## config.mk

```make
export PLATFORM = sky130hd
export DESIGN_NAME = ifetch
export DESIGN_NICKNAME = d
export VERILOG_FILES = /design/src/rtl/ifetch_pkg.sv /design/src/rtl/ifetch_timer.sv /design/src/rtl/ifetch.sv
export SDC_FILE = /design/constraint.sdc
export NUM_CORES = 1
export LEC_CHECK = 0
export CORE_ASPECT_RATIO = 0.7
export CORE_MARGIN = 2
export CORE_UTILIZATION = 40
export CTS_CLUSTER_DIAMETER = 50
export CTS_CLUSTER_SIZE = 12
export DETAILED_ROUTE_END_ITERATION = 8
export MAX_ROUTING_LAYER = met4
export PLACE_DENSITY = 0.8
export SETUP_SLACK_MARGIN = 0.05
export SLEW_MARGIN = 40
export SYNTH_ARGS = -nofsm -noshare
export SYNTH_HDL_FRONTEND = slang
export SYNTH_SLANG_ARGS = --single-unit
```

## constraint.sdc

```tcl
create_clock -name btn -period 2 [get_ports btn]
set_clock_uncertainty 0.15 [all_clocks]
set_input_delay 0.3 -clock btn [delete_from_list [all_inputs] [get_ports btn]]
set_output_delay 0.3 -clock btn [all_outputs]
set_load 0.02 [all_outputs]
```

## src/rtl/ifetch_pkg.sv

```systemverilog
// Shared constants for the fetch stage: PC width and the fetch FSM state encoding.
package ifetch_pkg;

    localparam int PC_W = 9;

    typedef logic [1:0] state_t;

    localparam state_t IDLE = 2'd0;
    localparam state_t REQ  = 2'd1;
    localparam state_t FULL = 2'd2;
    localparam state_t ERR  = 2'd3;

endpackage

```

## src/rtl/ifetch_timer.sv

```systemverilog
// Clearable wait counter for the fetch stage; expired_o flags the last permitted wait cycle.
module ifetch_timer #(
    parameter int TIMEOUT = 15
) (
    input  logic clk_i,
    input  logic rst_i,
    input  logic clear_i,
    input  logic enable_i,
    output logic expired_o
);

    localparam int CW = $clog2(TIMEOUT + 1);
    localparam logic [CW-1:0] LAST = CW'(TIMEOUT - 1);

    logic [CW-1:0] cnt_q, cnt_d;

    always_comb begin
        cnt_d = cnt_q;
        if (clear_i) begin
            cnt_d = '0;
        end else if (enable_i) begin
            cnt_d = cnt_q + CW'(1);
        end
    end

    always_ff @(posedge clk_i) begin
        if (rst_i) begin
            cnt_q <= '0;
        end else begin
            cnt_q <= cnt_d;
        end
    end

    // The FSM leaves REQ on this count, so the counter never reaches a wrap.
    assign expired_o = (cnt_q == LAST);

endmodule

```

## src/rtl/ifetch.sv

```systemverilog
// Instruction-fetch stage: reads imem at the supplied PC and holds the instruction for decode.
module ifetch
    import ifetch_pkg::*;
#(
    parameter int N       = PC_W,
    parameter int W       = 32,
    parameter int TIMEOUT = 15
) (
    input  logic         btn,
    input  logic         rst,
    input  logic [N-1:0] i_pc,
    input  logic         pc_valid,
    output logic [N-1:0] o_pc_inc,
    output logic         o_busy,
    output logic         imem_req,
    output logic [N-1:0] imem_addr,
    input  logic         imem_ack,
    input  logic [W-1:0] imem_data,
    output logic         o_valid,
    output logic [W-1:0] o_inst,
    output logic [N-1:0] o_inst_pc,
    input  logic         i_take,
    output logic         o_err,
    output logic [1:0]   o_state
);

    state_t         state_q, state_d;
    logic           load;
    logic           expired;
    logic [N-1:0]   addr_q, addr_d;
    logic [W-1:0]   inst_q, inst_d;
    logic [N-1:0]   inst_pc_q, inst_pc_d;

    assign o_pc_inc = i_pc + N'(1);

    always_ff @(posedge btn) begin
        if (rst) begin
            state_q <= IDLE;
        end else begin
            state_q <= state_d;
        end
    end

    // Handshakes: a PC transfers when pc_valid=1 and o_busy=0; the instruction
    // transfers when o_valid=1 and i_take=1; imem data is accepted when imem_req=1 and imem_ack=1.
    always_comb begin
        state_d = state_q;
        load    = 1'b0;
        case (state_q)
            IDLE: begin
                if (pc_valid) begin
                    load    = 1'b1;
                    state_d = REQ;
                end
            end
            REQ: begin
                if (imem_ack) begin
                    state_d = FULL;
                end else if (expired) begin
                    state_d = ERR;
                end
            end
            FULL: begin
                if (i_take) begin
                    if (pc_valid) begin
                        load    = 1'b1;
                        state_d = REQ;
                    end else begin
                        state_d = IDLE;
                    end
                end
            end
            ERR:     state_d = ERR;
            default: state_d = IDLE;
        endcase
    end

    always_comb begin
        imem_req = (state_q == REQ);
        o_valid  = (state_q == FULL);
        o_err    = (state_q == ERR);
        o_busy   = 1'b0;
        case (state_q)
            REQ:     o_busy = 1'b1;
            FULL:    o_busy = ~i_take;
            ERR:     o_busy = 1'b1;
            default: o_busy = 1'b0;
        endcase
    end

    ifetch_timer #(
        .TIMEOUT (TIMEOUT)
    ) u_timer (
        .clk_i     (btn),
        .rst_i     (rst),
        .clear_i   (load),
        .enable_i  ((state_q == REQ) && !imem_ack),
        .expired_o (expired)
    );

    always_comb begin
        addr_d    = load ? i_pc : addr_q;
        inst_d    = inst_q;
        inst_pc_d = inst_pc_q;
        if (state_q == REQ && imem_ack) begin
            inst_d    = imem_data;
            inst_pc_d = addr_q;
        end
    end

    always_ff @(posedge btn) begin
        if (rst) begin
            addr_q    <= '0;
            inst_q    <= '0;
            inst_pc_q <= '0;
        end else begin
            addr_q    <= addr_d;
            inst_q    <= inst_d;
            inst_pc_q <= inst_pc_d;
        end
    end

    assign imem_addr = addr_q;
    assign o_inst    = inst_q;
    assign o_inst_pc = inst_pc_q;
    assign o_state   = state_q;

endmodule

```

* Yosys cells after proc, flatten, opt, wreduce, memory -nomap -nowiden
Cells that the tools add are included.
Word-level totals: input bits 46, bits in registers 56, output and inout port bits 65
Cells by class: equality and inequality tests 7, bitwise gates (word level) 1, $add $sub $neg 2, reduce and logical (&&, ||, !) cells 7, mux-type cells 10
Operators with widths (number):
- 9-bit by 1-bit adder with 9-bit output (second input constant) | 1
- 2-bit two-way mux | 4
- 2-bit case mux with 4 select lines | 1
- 4-bit by 1-bit adder with 4-bit output (second input constant) | 1
- 2-bit equality test (second input constant) | 2
- 4-bit equality test (second input constant) | 1
- 1-bit case mux with 2 select lines | 2
- 2-bit OR reduction | 2
- 1-bit two-way mux | 3
- 3-bit by 1-bit != test with 1-bit output (second input constant) | 1
- 3-bit AND reduction | 1
- 2-bit by 1-bit equality test with 1-bit output (second input constant) | 1
- 1-bit logical AND | 2
- 2-bit zero test | 1
- 2-bit by 1-bit != test with 1-bit output (second input constant) | 1
- 2-bit != test (second input constant) | 1
- 1-bit zero test | 1
- 1-bit NOT | 1

* Longest topological paths before layout
Gate-level depths: netlist (run 1).
word-level depth 4, gate-level depth with buffers 5, mapped depth without buffers 5

* By module
Synthesis (run 1) repeated with hierarchy kept, for this count alone.
Second synthesis, totals: cells, all modules 275, area, all modules 2283.4 um2
By module, submodules not included:
- ifetch | area an instance 2085.8 um2, times used 1, cells an instance 255
- ifetch_timer | area an instance 197.7 um2, times used 1, cells an instance 20

* Worst setup path after synthesis (run 1)
No wires, ideal clock.
path kind input to output, start point input i_pc[0], end point output o_pc_inc[8], stages on the path 4, path buffers 0, required time 1.550 ns, setup slack 0.349 ns, data arrival time 1.201 ns, cell sequence ha_1 > nand3_1 > nor3_1 > xor2_1
Between the ends: cells in the longest elaborated chain, start to end 1
RTL lines:
- start, declared | line ifetch.sv:11 | input logic [N-1:0] i_pc,
- 9-bit by 1-bit adder with 9-bit output | line ifetch.sv:34 | assign o_pc_inc = i_pc + N'(1);
- end, declared | line ifetch.sv:13 | output logic [N-1:0] o_pc_inc,
No other way between the ends.

* Worst setup path in the final report (run 1)
start point input i_pc[0], end point output o_pc_inc[1]
The elaborated chain is that of the path after synthesis.

==> results of run 1 <==
-- cell usage after synthesis --
| master | n |
|---|---|
| nor3b_1 | 1 |
| ha_1 | 3 |
| nand3b_1 | 1 |
| nor2_1 | 3 |
| and4_1 | 1 |
| and2_1 | 1 |
| nand2_1 | 85 |
| and4bb_2 | 1 |
| or3b_1 | 1 |
| or2b_1 | 1 |
| and2b_1 | 1 |
| o21ai_0 | 11 |
| inv_1 | 2 |
| and3b_2 | 1 |
| or3_1 | 1 |
| and3_1 | 1 |
| buf_4 | 1 |
| xnor2_1 | 6 |
| xor2_1 | 3 |
| clkbuf_1 | 14 |
| buf_2 | 4 |
| nor2b_1 | 3 |
| dfxtp_1 | 56 |
| a211oi_2 | 1 |
| buf_1 | 1 |
| nand2b_1 | 2 |
| nor3_1 | 4 |
| a21oi_1 | 52 |
| nand3_1 | 12 |
| a2111oi_1 | 1 |
| nand4_1 | 1 |
-- repair_timing --
action                                  4_1_cts  5_1_grt
endpoints found under the setup margin       14        2
cloned                                        0        0
pin swaps                                     3        0
resized for setup                            34        3
-- flip-flops by register name, indices dropped and copies added (netlist names) --
name	flops
imem_addr	9
o_inst	32
o_state	2
o_inst_pc	9
u_timer.cnt_q	4
-- routing by layer --
metal | part of all wire | routed length [um] | vias to the layer above | GRT usage
met5 | 0 | 0 | - | -
met4 | 0.0090 | 54 | 0 | 0.0368
met3 | 0.068 | 408 | 6 | 0.0536
met2 | 0.44 | 2670 | 75 | 0.324
met1 | 0.48 | 2870 | 1027 | 0.279
li1 | - | - | 1151 | -
-- critical path: stages --
cell and delay, ns:
dlygate4sd2_1 0.25, ha_2 0.32, clkdlybuf4s50_1 0.59
-- power groups by stage --
| stage | Sequential, mW | Combinational, mW | Clock, mW |
|---|---|---|---|
| 2_1_floorplan | 1.27 | 0.170 | 0 |
| 3_3_place_gp | 1.22 | 0.505 | 0 |
| 3_5_place_dp | 1.22 | 0.509 | 0 |
| 4_1_cts | 1.19 | 0.501 | 0.635 |
| 5_1_grt | 1.20 | 0.538 | 0.685 |
| 6_report | 1.19 | 0.498 | 0.615 |
-- logic make-up after synthesis --
logic type,synth area share
simple gates,0.244
buf+inv,0.0415
compound gates,0.153
xor+xnor,0.0358
flops,0.509
fa+ha+maj,0.0170
-- metrics by stage --
| stage | util | power [mW] | instance area (um^2) | cells |
|---|---|---|---|---|
| final | 0.677 | 2.31 | 3580 | 469 |
| after global placement | 0.661 | 1.72 | 3490 | 461 |
| after CTS | 0.679 | 2.33 | 3590 | 469 |
| after global routing | 0.677 | 2.42 | 3580 | 469 |
| after floorplan | - | 1.44 | 2200 | 276 |
| after detailed placement | 0.661 | 1.73 | 3490 | 461 |
-- how the worst max path moves through the flow --
stage | from | end | slack (ns) | cells after the start
after floorplan | i_pc[0] | o_pc_inc[8] | 0.35 | 4
after global placement | i_pc[0] | o_pc_inc[8] | -0.53 | 6
after detailed placement | i_pc[0] | o_pc_inc[8] | -0.60 | 6
after CTS | i_pc[4] | o_pc_inc[8] | 0.07 | 5
after global routing | i_pc[1] | o_pc_inc[1] | 0.07 | 3
final | i_pc[0] | o_pc_inc[1] | 0.09 | 3
-- final cells by class --
type                            instances  share of cell area
Sequential cell                        56               0.314
Multi-Input combinational cell        198               0.283
Clock inverter                          3             0.00630
Timing Repair Buffer                  133               0.350
Inverter                                2             0.00210
Clock buffer                            5              0.0192
Tap cell                               72              0.0252
==> metrics, run 1 <==
Port Buffers 110; H-tree levels 2; DR vias/cell 4.82; commonest non-fill, non-tap cell in the layout clkdlybuf4s50_1; diode count 0; warnings from Yosys 0; top-area cell type share of the netlist area 0.509; footprint of the multi-input gates 0.00101 mm^2; final setup violating endpoints 0; sequential fraction of design power 0.517; register area 0.00112 mm^2; Synth Instances 276; worst hold slack 0.301 ns; Residual DRC 0; period utilisation layout 0.953; max cap viols 0; worst skew pair latency 0.30 ns; Int Pwr 1.67 mW; Max-Slew Margin vs Limit 0.680; WL final 6010 um; Switching Fraction 0.277; power per cell area 645 mW/mm^2; number of clock sinks 56; FF+latch count, synth 56; CP max FO 2; hpwl dp 4510 um; Ports 111; RSZ-0062 raised after global routing no; min Tclk post-route 1.91 ns; layout overhead on the synthesized area 62.4%; R2R cell count 4; critical path endpoint category output pin; P_sw 0.640 mW; power share of the combinational group 0.216; post-CTS setup buffer count 0; leak pwr 1.31 nW; DR iter-0 viols 85; vias in the first global route 2062; Seq/Total Area, Yosys 0.509; VDD IR max 0.000523 V; worst hold stages 2; r2r endpoint u_timer.cnt_q[3]$_SDFFE_PP0P_; Startpoint Class primary input; Min-Delay Endpoint o_inst[10]$_SDFFE_PP0P_; DP Worst Slack -0.599 ns; most frequent cells in the layout 94 x clkdlybuf4s50_1, 85 x nand2_1, 55 x dfxtp_1; drt pass-1 iters 4; initial antenna violation count 0; Post-Route Setup TNS 0 ns; Avg Inst Size Synth 7.98 um^2; CTS max path bufs 2; Slew Limit Fails 0; Placer Congestion 0.861; fill count 467; Root Buffer Master clkbuf_8; row cnt 22; pin count of the biggest net entering global routing 27; layout cells sized above 1 0.113; Num CTS Buffers 5; Hold Buf Count CTS 0; worst path required time 1.55 ns; R2R Setup Slk 0.32 ns; final worst slack 0.0931 ns; CP Data Arrival Time 1.46 ns; Initial Util 0.417; Fin. Hold Viols 0; maximum clock frequency 524 MHz; Net Count, Synth 325; worst min path class in2reg; cell taking the most area after synthesis dfxtp_1; top cells by area, synth dfxtp_1 51%, nand2_1 14%, a21oi_1 12%, nand3_1 2.7%, o21ai_0 2.5%; hold wc startpoint rst; die height 66.1 um; All-Layer GR Usage 0.208; Core Area 0.00529 mm^2; via count 2259; Clock power frac 0.267; ANT nets after route 0; RR Startpoint o_state[1]$_SDFFE_PP0P_; status finished clean; Mapped Area 0.00220 mm^2; grt ovf 0; drt wl/cell 12.8 um; TritonCTS clock tree done; global-route wire length before repair 9920 um; critical path type in2out; Worst Max-Slew Pin Slew 0.480 ns; DIE AREA 0.00613 mm^2; Unique masters post-synth 31; Worst-path clk slew 0.10 ns; die width 92.7 um; Final #Nets 445
Note: power is estimated with default switching activity, not from simulation.
==> run 2: changes to the inputs <==
--- a/config.mk
+++ b/config.mk
@@ -13,6 +13,7 @@
 export DETAILED_ROUTE_END_ITERATION = 8
 export MAX_ROUTING_LAYER = met4
 export PLACE_DENSITY = 0.8
+export RECOVER_POWER = 100
 export SETUP_SLACK_MARGIN = 0.05
 export SLEW_MARGIN = 40
 export SYNTH_ARGS = -nofsm -noshare
==> run 2 against run 1 <==
  * Sequential cell count did not move
  * Wire length fell by 0.55%
  * Largest power group unchanged
  * Power fell by 1.3%
  * Sequential power barely moved
  * Largest cell class unchanged
  * Clock power barely moved
  * Die area did not move
==> metrics, run 2 (synthesis gave the netlist of run 1 again) <==
drt pass-1 iters 4 (unchanged); worst skew pair latency 0.30 ns (about the same); Ports 111 (unchanged); Fin. Hold Viols 0 (unchanged); VDD IR max 0.000506 V (-3.3%); Post-Route Setup TNS 0 ns (unchanged); fill count 480 (+2.8%); power per cell area 644 mW/mm^2 (about the same); initial antenna violation count 0 (unchanged); Residual DRC 0 (unchanged); Core Area 0.00529 mm^2 (unchanged); post-CTS setup buffer count 0 (unchanged); All-Layer GR Usage 0.208 (unchanged); buffers and inverters on the worst path 1 (-1); DP Worst Slack -0.599 ns (unchanged); CP Data Arrival Time 1.44 ns (-0.02 ns); layout overhead on the synthesized area 60.4%; placed insts 461 (unchanged); layout cells sized above 1 0.0932 (-0.0202); Max-Slew Margin vs Limit 0.671 (-0.00853); ANT nets after route 0 (unchanged); CP delay by family, top buffers and inverters; max cap viols 0 (unchanged); CP Cell Sequence dlygate4sd3_1; final worst slack 0.110 ns (+0.0173 ns); hpwl dp 4510 um (unchanged); r2r endpoint u_timer.cnt_q[3]$_SDFFE_PP0P_; RR Startpoint o_state[1]$_SDFFE_PP0P_; R2R Setup Slk 0.31 ns (about the same); via count 2272 (+0.58%); commonest non-fill, non-tap cell in the layout nand2_1; number of clock sinks 56 (unchanged); most frequent cells in the layout 85 x nand2_1, 55 x dfxtp_1, 53 x dlygate4sd3_1; Final Util 0.669 (-0.00829); Port Buffers 110 (unchanged); grt ovf 0 (unchanged); critical path type reg2out; max reg flops 32 (unchanged); critical path endpoint category output pin; die width 92.7 um (unchanged); Placer Congestion 0.861 (unchanged); final setup violating endpoints 0 (unchanged); vias in the first global route 2062 (unchanged); Initial Util 0.417 (unchanged); status finished clean; Worst Max-Slew Pin Slew 0.493 ns (+0.0128 ns); H-tree levels 2 (unchanged); Slew Limit Fails 0 (unchanged); row cnt 22 (unchanged); min Tclk post-route 1.89 ns (-0.0173 ns); maximum clock frequency 529 MHz (+0.92%); DR iter-0 viols 82 (-3.5%); Crit-path slowest cell dlygate4sd3_1; period utilisation layout 0.945 (-0.00866); worst min path class reg2reg; CP peak stage delay 0.70 ns (+0.11 ns); leak pwr 1.46 nW (+11%); Root Buffer Master clkbuf_8; die height 66.1 um (unchanged); CTS max path bufs 2 (unchanged); Min-Delay Endpoint o_inst[13]$_SDFFE_PP0P_; hold wc startpoint o_inst[13]$_SDFFE_PP0P_; worst path required time 1.55 ns (about the same); DP Area 0.00349 mm^2 (unchanged); Worst-path clk slew 0.10 ns (about the same); drt wl/cell 12.7 um (-0.55%); Num CTS Buffers 5 (unchanged); R2R cell count 4 (unchanged); Final Non-Filler Cells 469 (unchanged); CP max FO 14 (+12); pin count of the biggest net entering global routing 27 (unchanged); Final #Nets 445 (unchanged); DIE AREA 0.00613 mm^2 (unchanged); diode count 0 (unchanged); global-route wire length before repair 9920 um (unchanged); WL final 5970 um (-0.55%); Startpoint Class flop; DR vias/cell 4.84 (+0.58%); TritonCTS clock tree done; worst hold stages 2 (unchanged); RSZ-0062 raised after global routing no; cell area after layout 0.00353 mm^2 (-1.2%)
==> run 2: per-stage QoR <==
stage	power (mW)	hold slack, ns
2_1_floorplan	1.44	0.286
3_3_place_gp	1.72	0.291
3_5_place_dp	1.73	0.298
4_1_cts	2.33	0.301
5_1_grt	2.39	0.322
6_report	2.28	0.305
==> run 2: cell type report <==
cell class / instances / area, um^2 / area share
clock buffer: 5 / 68.8 / 0.0195
clock inverter: 3 / 22.5 / 0.00637
inverter: 2 / 7.51 / 0.00212
multi-input combinational: 198 / 1000 / 0.284
sequential: 56 / 1120 / 0.318
tap: 72 / 90.1 / 0.0255
timing repair buffer: 133 / 1220 / 0.345
==> run 2: how the worst max path moves through the flow <==
| stage | from | endpoint | slack, ns | depth (start not counted) |
|---|---|---|---|---|
| 2_1_floorplan | i_pc[0] | o_pc_inc[8] | 0.35 | 4 |
| 3_3_place_gp | i_pc[0] | o_pc_inc[8] | -0.53 | 6 |
| 3_5_place_dp | i_pc[0] | o_pc_inc[8] | -0.60 | 6 |
| 4_1_cts | i_pc[4] | o_pc_inc[8] | 0.07 | 5 |
| 5_1_grt | o_state[0]$_SDFFE_PP0P_ | o_state[0] | 0.04 | 1 |
| 6_report | o_state[0]$_SDFFE_PP0P_ | o_state[0] | 0.11 | 1 |
==> run 2: layer usage <==
layer	up-vias	wire [um]	track usage	part of all wire
met4	0	54	0.0368	0.0090
met1	1026	2850	0.279	0.48
met2	85	2650	0.324	0.44
li1	1155	-	-	-
met5	-	0	-	0
met3	6	419	0.0536	0.070
==> run 2: what timing repair did <==
| action | 4_1_cts | 5_1_grt |
|---|---|---|
| endpoints found under the hold margin | 0 | 0 |
| hold buffers | 0 | 0 |
| setup endpoints to repair | 14 | 2 |
| pin swaps | 3 | 0 |
| gates resized for setup | 34 | 3 |
==> run 2: power by group <==
part / switching [mW] / internal, mW
Sequential: 0.0292 / 1.16
Clock: 0.364 / 0.252
Combinational: 0.244 / 0.226
